<file path="src/rtl/program_counter_seq.sv">
// Program counter with stall-tolerant redirect latch, permanent halt and PC write counter.
// Latency: one cycle from inputs to registered outputs; updatePC=0 stalls the PC and parks redirects in HOLD.
// Build option PC_ALIGN_CHECK_EN sends misaligned redirects to TRAP_PC and pulses align_fault.
module program_counter_seq #(
  parameter int unsigned     PC_W     = 32,
  parameter logic [PC_W-1:0] RESET_PC = '0,
  parameter int unsigned     INC      = 4,
  parameter int unsigned     CNT_W    = 32,
  parameter logic [PC_W-1:0] TRAP_PC  = PC_W'('h80)
) (
  input  logic             CLK,
  input  logic             RST,
  input  logic             updatePC,
  input  logic [1:0]       pcSel,
  input  logic [PC_W-1:0]  branch,
  input  logic [PC_W-1:0]  jump,
  input  logic [PC_W-1:0]  rdat1,
  input  logic             halt,
  output logic [PC_W-1:0]  pc,
  output logic             pending,
  output logic             halted,
  output logic [CNT_W-1:0] upd_cnt,
  output logic             align_fault
);

  typedef enum logic [1:0] {
    S_RUN    = 2'b00,
    S_HOLD   = 2'b01,
    S_HALTED = 2'b10
  } state_t;

  state_t           state_q, state_n;
  logic [PC_W-1:0]  pc_q, pc_n;
  logic [PC_W-1:0]  pend_q, pend_n;
  logic [CNT_W-1:0] cnt_q, cnt_n;
  logic             pending_q, halted_q, af_q, af_n;

  logic [PC_W-1:0]  tgt;
  logic [PC_W-1:0]  seq_pc;
  logic [PC_W-1:0]  redir_val;
  logic             pc_wr;
  logic             redirect;
  logic             align_hit;

  assign seq_pc = pc_q + PC_W'(INC);

  always_comb begin
    tgt = rdat1;
    case (pcSel)
      2'b01:   tgt = branch;
      2'b10:   tgt = jump;
      default: tgt = rdat1;
    endcase
  end

  always_comb begin
    state_n   = state_q;
    pend_n    = pend_q;
    pc_n      = pc_q;
    cnt_n     = cnt_q;
    af_n      = 1'b0;
    pc_wr     = 1'b0;
    redirect  = 1'b0;
    redir_val = tgt;
    align_hit = 1'b0;

    case (state_q)
      S_RUN: begin
        if (halt) begin
          state_n = S_HALTED;
          pend_n  = '0;
        end else if (updatePC) begin
          pc_wr    = 1'b1;
          redirect = (pcSel != 2'b00);
        end else if (pcSel != 2'b00) begin
          pend_n  = tgt;
          state_n = S_HOLD;
        end
      end
      S_HOLD: begin
        if (halt) begin
          state_n = S_HALTED;
          pend_n  = '0;
        end else if (updatePC) begin
          // A fresh redirect in the release cycle beats the parked one.
          pc_wr     = 1'b1;
          redirect  = 1'b1;
          redir_val = (pcSel != 2'b00) ? tgt : pend_q;
          pend_n    = '0;
          state_n   = S_RUN;
        end else if (pcSel != 2'b00) begin
          pend_n = tgt;
        end
      end
      S_HALTED: begin
        state_n = S_HALTED;
      end
      default: begin
        state_n = S_RUN;
        pend_n  = '0;
      end
    endcase

`ifdef PC_ALIGN_CHECK_EN
    align_hit = pc_wr && redirect && (redir_val[1:0] != 2'b00);
`endif

    if (pc_wr) begin
      cnt_n = cnt_q + 1'b1;
      af_n  = align_hit;
      if (!redirect)
        pc_n = seq_pc;
      else if (align_hit)
        pc_n = TRAP_PC;
      else
        pc_n = redir_val;
    end
  end

  always_ff @(posedge CLK) begin
    if (RST) begin
      state_q   <= S_RUN;
      pc_q      <= RESET_PC;
      pend_q    <= '0;
      cnt_q     <= '0;
      pending_q <= 1'b0;
      halted_q  <= 1'b0;
      af_q      <= 1'b0;
    end else begin
      state_q   <= state_n;
      pc_q      <= pc_n;
      pend_q    <= pend_n;
      cnt_q     <= cnt_n;
      pending_q <= (state_n == S_HOLD);
      halted_q  <= (state_n == S_HALTED);
      af_q      <= af_n;
    end
  end

  assign pc          = pc_q;
  assign pending     = pending_q;
  assign halted      = halted_q;
  assign upd_cnt     = cnt_q;
  assign align_fault = af_q;

endmodule

</file>
<file path="config.mk">
export PLATFORM = sky130hd
export DESIGN_NAME = program_counter_seq
export DESIGN_NICKNAME = d
export VERILOG_FILES = /design/src/rtl/program_counter_seq.sv
export SDC_FILE = /design/constraint.sdc
export NUM_CORES = 1
export LEC_CHECK = 0
export BUFFER_PORTS_ARGS = -buffer_cell sky130_fd_sc_hd__buf_4
export CORE_MARGIN = 3
export CORE_UTILIZATION = 56
export DETAILED_ROUTE_END_ITERATION = 10
export PLACE_DENSITY = 0.86
export SLEW_MARGIN = 10
export SYNTH_ARGS = -nofsm -noshare
export SYNTH_HDL_FRONTEND = slang
export SYNTH_SLANG_ARGS = --single-unit
</file>
<file path="constraint.sdc">
create_clock -name CLK -period 3.1 [get_ports CLK]
set_input_delay 0.155 -clock CLK [delete_from_list [all_inputs] [get_ports CLK]]
set_output_delay 0.155 -clock CLK [all_outputs]
set_load 0.02 [all_outputs]
</file>
# == Word level (Yosys, flattened, before mapping) ==
# Index checks and enable logic that the tools add are counted.
# op_classes
n_addsub,2
n_mul,0
eq_ne,7
magnitude_cmp,0
n_shift,0
reduce_logical,4
mux,23
bitwise,1
div_mod_pow,0
# op_table
cell,count
$mux W32,9
$pmux W32 S3,1
$pmux W32 S2,1
$add A32 B1 Y32 const B,1
$add A32 B3 Y32 const B,1
$mux W2,5
$eq A2 B1 Y1 const B,3
$eq A2 B2 Y1 const B,3
$pmux W2 S3,1
$mux W1,5
$ne A3 B3 Y1 const B,1
$logic_not A2 Y1,1
$pmux W1 S2,1
$reduce_and A2 Y1,1
$reduce_bool A2 Y1,1
$reduce_or A2 Y1,1
$not A1 Y1,1
# word_totals
romBits,0
input_bits,102
latch_bits,0
ff_bits,100
mem_count,0
ramBits,0
output_inout_bits,67
word_cells,43

# == Logic depth before layout (Yosys ltp) ==
# Gate-level depths: netlist of the first run.
# depth
depth_word,7
ltp_mapped,9

# == Worst setup path after synthesis of the first run ==
# Ideal clock, no wire load.
# synth_path
path_kind,register to register
start,register pc_q[2] (netlist: pc[2])
end,register pc_q[20] (netlist: pc[20])
t_required_ns,3.030
path_buffers,0
stages_incl_launch_ff,7
synth_period_minus_slack_ns,1.934
arrival_time_ns,1.865
setup_slack_ns,1.166
path_cell_list,dfxtp_1 -> ha_1 -> nand3_2 -> nor4_4 -> a31oi_1 -> a311o_1 -> a21oi_1
# synth_via
elab_chain_len,2
# synth_lines
item,line_no,source
"start, declared",33,"logic [PC_W-1:0] pc_q, pc_n;"
"start signal, assigned",131,pc_q <= pc_n;
$add A32 B3 Y32,45,assign seq_pc = pc_q + PC_W'(INC);
$mux W32,111,if (!redirect)
# Every way passes these cells.
# A chain may end at the register's enable or synchronous reset.

# == Worst setup path after layout of the first run ==
# Same ends and word-level chain as after synthesis.

==> impl_metrics.env, run 1 <==
export IMPL_outcome="finished clean"
export IMPL_overflow=0
export IMPL_highest_layer="met5"
export IMPL_die_area_sq_um=11200
export IMPL_initial_core_util=0.588
export IMPL_first_pass_iters=7
export IMPL_antenna_found_initial=1
export IMPL_drive_gt1_frac=0.253
export IMPL_synth_area_top_cells="dfxtp_1, a21oi_1, a22oi_1"
export IMPL_path_buf_inv=0
export IMPL_place_inst=967
export IMPL_peakVddDrop_v=0.000253
export IMPL_worst_pin_slew_ns=1.18
export IMPL_endpoint_kind="flop"
export IMPL_syn_area_sq_um=5570
export IMPL_synth_edff_count=0
export IMPL_hpwlAfterDp_microns=12800
export IMPL_cp_arrival_ns=2.77
export IMPL_routed_via_density=6.27
export IMPL_cts_num_sinks=99
export IMPL_drcViolationCount=0
export IMPL_leakagePower_nw=2.84
export IMPL_postCtsSetupRepairBufs=0
export IMPL_synth_top_area_frac=0.356
export IMPL_timing_fmax_mhz=407
export IMPL_port_buffers=167
export IMPL_crit_slowest_cell="nor4_4"
export IMPL_dpl_worst_slack_ns=0.615
export IMPL_htreeDepth=3
export IMPL_fin_crit_ns=2.46
export IMPL_hold_ws_ns=0.124
export IMPL_ys_seq_elements=99
export IMPL_wl_per_cell_microns=18.3
export IMPL_cts_buffers=9
export IMPL_crit_family="simple AND/OR/NAND/NOR gates"
export IMPL_critPathLaunchType="flop"
export IMPL_cp_cell_sequence="ha_1 > nand3_2 > nor4_4 > a31oi_1 > a311o_1 > a21oi_1"
export IMPL_worst_setup_path_type="reg -> reg"
export IMPL_setup_viol=0
export IMPL_row_count=35
export IMPL_routed_wl_microns=18000
export IMPL_setup_tns_ns=0
export IMPL_cts_hold_buf=0
export IMPL_vias=6156
export IMPL_yosysSeqAreaShare=0.356
export IMPL_clk_latency_ns=0.37
export IMPL_regArea_sq_um=1980
export IMPL_antenna_left=0
export IMPL_cp_slowest_stage_delay_ns=0.81
export IMPL_io_pins=169
export IMPL_yosysWarningCount=0
export IMPL_grt_pass1_vias=5641
export IMPL_final_nets=956
export IMPL_fill_cells=749
export IMPL_report_final_slew_viol_count=0
export IMPL_fin_util=0.742
export IMPL_wl_met2_microns=8140
export IMPL_async_flop_share=0
export IMPL_hold_path_class="in -> reg"
export IMPL_synth_area_leader_cell="dfxtp_1"
export IMPL_cts_path_max_buffers=2
export IMPL_synth_ff_type="dfxtp_1"
export IMPL_gp_congestion=0.905
export IMPL_critPathMaxFanout=16
export IMPL_synth_fp_nets=828
export IMPL_critPathRequiredTime_ns=3.41
export IMPL_n_antenna_cell=0
export IMPL_post_cts_resized=0
export IMPL_clk_pin_slew_ns=0.11
export IMPL_grt_pass1_wl_microns=29000
export IMPL_postSynthAreaPerCell_sq_um=7.72
export IMPL_setup_ws_ns=0.643
export IMPL_grt_max_degree=63
export IMPL_drt_iter0_drc=676
export IMPL_area_delta_synth_final_pct=26.1
export IMPL_multiInputGateArea_sq_um=3270
export IMPL_fin_crit_sh=0.793
export IMPL_fin_cells=982
export IMPL_cts_root_buf="clkbuf_8"
export IMPL_final_setup_skew_ns=0.0182
export IMPL_grtUsageTotal=0.315
export IMPL_die_w_microns=106
export IMPL_p_per_area_nw_per_um2=400
export IMPL_relSlewSlack=0.215
export IMPL_cts_tree="built"
export IMPL_yosys_top_cells_count="dfxtp_1, nor2_1, a21oi_1"
export IMPL_synth_cell_types=58
export IMPL_rsz0062_at_grt="false"
export IMPL_fp_dieH_microns=106
export IMPL_syn_inst=721
export IMPL_fp_coreArea_sq_um=9460
export IMPL_wl_met1_microns=7610
export IMPL_met3_length_microns=1990
export IMPL_hold_violations=0
export IMPL_maxCapViolCount=0
registers in the layout (all words and copies together), names as in the netlist:
register,cells
state_q,2
pc,32
upd_cnt,32
pend_q,32
pending,1
power by group:
group | total [mW] | internal [mW] | switching, mW
sequential | 1.36 | 1.31 | 0.0461
clock | 0.888 | 0.422 | 0.466
combinational | 0.565 | 0.236 | 0.329
total | 2.81 | 1.97 | 0.841
worst register-to-register path, delay by kind of cell, from the launching register on:
family	cells	cell delay [ns]
AND/OR/NAND/NOR	2	0.97
AO/OA/AOI/OAI	3	0.71
flip-flops	1	0.45
adder cells (fa/ha/maj)	1	0.26
worst paths after layout:
check,start,end,cells after the start,slack [ns]
max,pc[2],pc[20],6,0.64
min,halt,state_q[1],3,0.12
max reg2reg,pc[2],pc[20],6,0.64
min reg2reg,pend_q[23],pend_q[23],2,0.46
cell families after synthesis:
kind of cell / count (synthesis) / share of synthesized area
DFF: 99 / 0.356
xor gates and xnor gates: 25 / 0.0393
muxes: 3 / 0.00539
adders and majority gates: 5 / 0.0112
other: 1 / 0.000674
AOI/OAI and AO/OA: 242 / 0.278
buffers and inverters: 77 / 0.0580
and+or+nand+nor: 269 / 0.252
placed cells by master (no fill, tap or decap), types with 3 or more instances in the layout:
| master | Yosys | routed |
|---|---|---|
| a211oi_1 | 4 | 4 |
| a21o_1 | 6 | 6 |
| a21oi_1 | 80 | 80 |
| a221o_1 | 4 | 4 |
| a221oi_1 | 6 | 6 |
| a22o_1 | 5 | 5 |
| a22oi_1 | 53 | 53 |
| a311o_1 | 3 | 3 |
| a31o_2 | 5 | 5 |
| a31oi_1 | 12 | 12 |
| and3_1 | 28 | 28 |
| and4_1 | 9 | 9 |
| buf_4 | 1 | 178 |
| clkbuf_8 | 0 | 11 |
| dfxtp_1 | 99 | 99 |
| ha_1 | 5 | 5 |
| inv_1 | 16 | 16 |
| mux2i_1 | 3 | 3 |
| nand2_1 | 38 | 38 |
| nand3_1 | 21 | 21 |
| nand4_1 | 10 | 10 |
| nor2_1 | 99 | 99 |
| nor2b_1 | 3 | 3 |
| nor3_1 | 23 | 23 |
| nor3b_1 | 3 | 3 |
| nor4b_1 | 3 | 3 |
| o211ai_1 | 8 | 8 |
| o21ai_0 | 40 | 40 |
| o22ai_1 | 4 | 4 |
| or2_2 | 6 | 6 |
| or3_1 | 9 | 9 |
| xnor2_1 | 18 | 18 |
| xor2_1 | 7 | 7 |
final cells by class:
| class | count | area share |
|---|---|---|
| clock inverters | 4 | 0.00837 |
| flip-flops and latches | 99 | 0.282 |
| multi-input cells | 545 | 0.466 |
| inverters | 16 | 0.00855 |
| well taps | 129 | 0.0230 |
| clock buffers | 11 | 0.0216 |
| repair buffers | 178 | 0.190 |
routing by layer:
layer	vias up	GRT usage
met1	2874	0.444
met3	27	0.0919
met2	352	0.481
met5	-	0
li1	2901	-
met4	2	0.0666
through the flow:
| stage | area (sq um) | power [mW] |
|---|---|---|
| finish | 7020 | 2.81 |
| global route | 7020 | 2.91 |
| CTS | 7020 | 2.80 |
| detailed placement | 6810 | 1.93 |
| global placement | 6810 | 1.92 |
| floorplan | 5570 | 1.69 |
(Power assumes the default switching activity.)
==> run 2: changes to the inputs <==
--- a/config.mk
+++ b/config.mk
@@ -7,9 +7,9 @@
 export LEC_CHECK = 0
 export BUFFER_PORTS_ARGS = -buffer_cell sky130_fd_sc_hd__buf_4
 export CORE_MARGIN = 3
-export CORE_UTILIZATION = 56
+export CORE_UTILIZATION = 47
 export DETAILED_ROUTE_END_ITERATION = 10
-export PLACE_DENSITY = 0.86
+export PLACE_DENSITY = 0.77
 export SLEW_MARGIN = 10
 export SYNTH_ARGS = -nofsm -noshare
 export SYNTH_HDL_FRONTEND = slang
==> constraint.sdc (replaced) <==
create_clock -name CLK -period 2.1 [get_ports CLK]
set_input_delay 0.105 -clock CLK [delete_from_list [all_inputs] [get_ports CLK]]
set_output_delay 0.105 -clock CLK [all_outputs]
set_load 0.02 [all_outputs]
==> run 2 against run 1 <==
Compared with the run above: wire length increased by 0.76%; sequential power increased by 47%; global-route usage fell by 4.6 points; first-iteration DRC count up 3.1%; critical path type unchanged; largest cell class unchanged.
==> impl_metrics.env, run 2 (synthesis gave the netlist of run 1 again) <==
export IMPL_p_int_mw=3.41
export IMPL_hpwlAfterDp_microns=13200
export IMPL_crit_slowest_cell="or3b_2"
export IMPL_n_antenna_cell=0
export IMPL_port_buffers=167
export IMPL_cp_arrival_ns=2.26
export IMPL_endpoint_kind="flop"
export IMPL_hold_path_class="in -> reg"
export IMPL_regArea_sq_um=1980
export IMPL_fill_cells=989
export IMPL_final_nets=978
export IMPL_peakVddDrop_v=0.000432
export IMPL_crit_family="simple AND/OR/NAND/NOR gates"
export IMPL_cts_hold_buf=0
export IMPL_clk_latency_ns=0.35
export IMPL_area_delta_synth_final_pct=32.6
export IMPL_hold_violations=0
export IMPL_fin_crit_sh=0.936
export IMPL_first_pass_iters=5
export IMPL_worst_pin_slew_ns=1.08
export IMPL_cts_num_sinks=99
export IMPL_gp_congestion=0.930
export IMPL_swShare=0.276
export IMPL_die_area_sq_um=13200
export IMPL_cp_cell_sequence="buf_4 > or3b_2 > buf_4 > nor2_1 > o21ai_0 > a21oi_1 > a31o_2"
export IMPL_report_final_slew_viol_count=0
export IMPL_power_frac_comb=0.188
export IMPL_initial_core_util=0.483
export IMPL_final_cell_mix="buf_4, nor2_1, dfxtp_1, a21oi_1, a22oi_1"
export IMPL_multiInputGateArea_sq_um=3280
export IMPL_cts_buffers=9
export IMPL_critPathMaxFanout=22
export IMPL_io_pins=169
export IMPL_rsz0062_at_grt="false"
export IMPL_power_share_clock=0.388
export IMPL_fin_crit_ns=1.97
export IMPL_drt_iter0_drc=697
export IMPL_leakagePower_nw=3.01
export IMPL_overflow=0
export IMPL_maxCapViolCount=0
export IMPL_antenna_left=0
export IMPL_cp_slowest_stage_delay_ns=0.58
export IMPL_place_inst=1003
export IMPL_row_count=39
export IMPL_crit_path_frequent_cell="buf_4"
export IMPL_drcViolationCount=0
export IMPL_cts_path_max_buffers=2
export IMPL_critPathLaunchType="flop"
export IMPL_critPathRequiredTime_ns=2.40
export IMPL_outcome="finished clean"
export IMPL_htreeDepth=3
export IMPL_relSlewSlack=0.281
export IMPL_fp_dieH_microns=115
export IMPL_fp_coreArea_sq_um=11500
export IMPL_hold_ws_ns=0.0769
export IMPL_routed_wl_microns=18100
export IMPL_path_buf_inv=2
export IMPL_p_sw_mw=1.30
export IMPL_grt_pass1_wl_microns=28700
export IMPL_worst_setup_path_type="reg -> reg"
export IMPL_grt_max_degree=61
export IMPL_antenna_found_initial=0
export IMPL_seqPwrFrac=0.424
export IMPL_cts_tree="built"
export IMPL_grt_pass1_vias=5612
export IMPL_final_setup_skew_ns=0.00669
export IMPL_setup_viol=0
export IMPL_p_per_area_nw_per_um2=638
export IMPL_routed_via_density=6.09
export IMPL_vias=6202
export IMPL_clk_pin_slew_ns=0.07
export IMPL_die_w_microns=115
export IMPL_mostFrequentLayoutCell="buf_4"
export IMPL_wl_per_cell_microns=17.8
export IMPL_timing_fmax_mhz=509
export IMPL_setup_tns_ns=0
export IMPL_fin_cells=1019
export IMPL_drive_gt1_frac=0.275
export IMPL_grtUsageTotal=0.269
export IMPL_cts_root_buf="clkbuf_16"
==> run 2: cell count changes in the layout (fill, tap and decap cells not counted), moves of 2 or more <==
cell	before	now
buf_12	0	4
buf_4	178	196
clkbuf_16	0	9
clkbuf_8	11	1
ha_1	5	3
ha_2	0	2
==> run 2: layout make-up <==
type | instances | area share
multi-input combinational | 545 | 0.445
sequential | 99 | 0.268
timing repair buffer | 200 | 0.210
clock buffer | 11 | 0.0329
tap | 143 | 0.0242
clock inverter | 5 | 0.0115
inverter | 16 | 0.00814
==> run 2: worst register-to-register path, cell delays in order, from the launching register on <==
cell and delay, ns:
dfxtp_1 0.32, buf_4 0.17, or3b_2 0.58, buf_4 0.28
nor2_1 0.14, o21ai_0 0.11, a21oi_1 0.18, a31o_2 0.13
==> run 2: power by group through the flow <==
stage          clock network (mW)  logic [mW]  registers [mW]
2_1_floorplan                   0       0.422            2.07
3_5_place_dp                    0       0.868            2.04
6_report                     1.83       0.885            2.00
4_1_cts                      1.85       0.871            1.99
5_1_grt                      1.92       0.956            2.00
3_3_place_gp                    0       0.852            2.03
==> run 2: through the flow <==
stage	cell area (sq um)	util	setup slack [ns]	total power [mW]
floorplan	5570	-	0.166	2.49
global placement	7050	0.612	0.208	2.89
detailed placement	7050	0.612	0.100	2.90
CTS	7370	0.640	0.181	4.71
global route	7380	0.641	0.00751	4.88
finish	7380	0.641	0.135	4.71
==> run 2: timing repair <==
action	CTS	global route
gates resized for setup	0	2
endpoints found under the hold margin	0	0
setup buffers	0	0
endpoints found under the setup margin	0	3
==> run 2: path summary, 6_finish.rpt <==
check | startpoint | endpoint | slack [ns] | cells after the start
worst max-delay path | state_q[1] | pc[9] | 0.13 | 7
worst min-delay path | halt | state_q[1] | 0.08 | 3
worst max register to register | state_q[1] | pc[9] | 0.13 | 7
worst min register to register | pend_q[22] | pend_q[22] | 0.45 | 2
==> run 2: per-layer routing <==
layer | vias up | wire (microns) | GRT usage
li1 | 2954 | - | -
met1 | 2919 | 7870 | 0.384
met2 | 303 | 8340 | 0.410
met3 | 26 | 1600 | 0.0516
met4 | 0 | 304 | 0.0876
met5 | - | 0 | 0
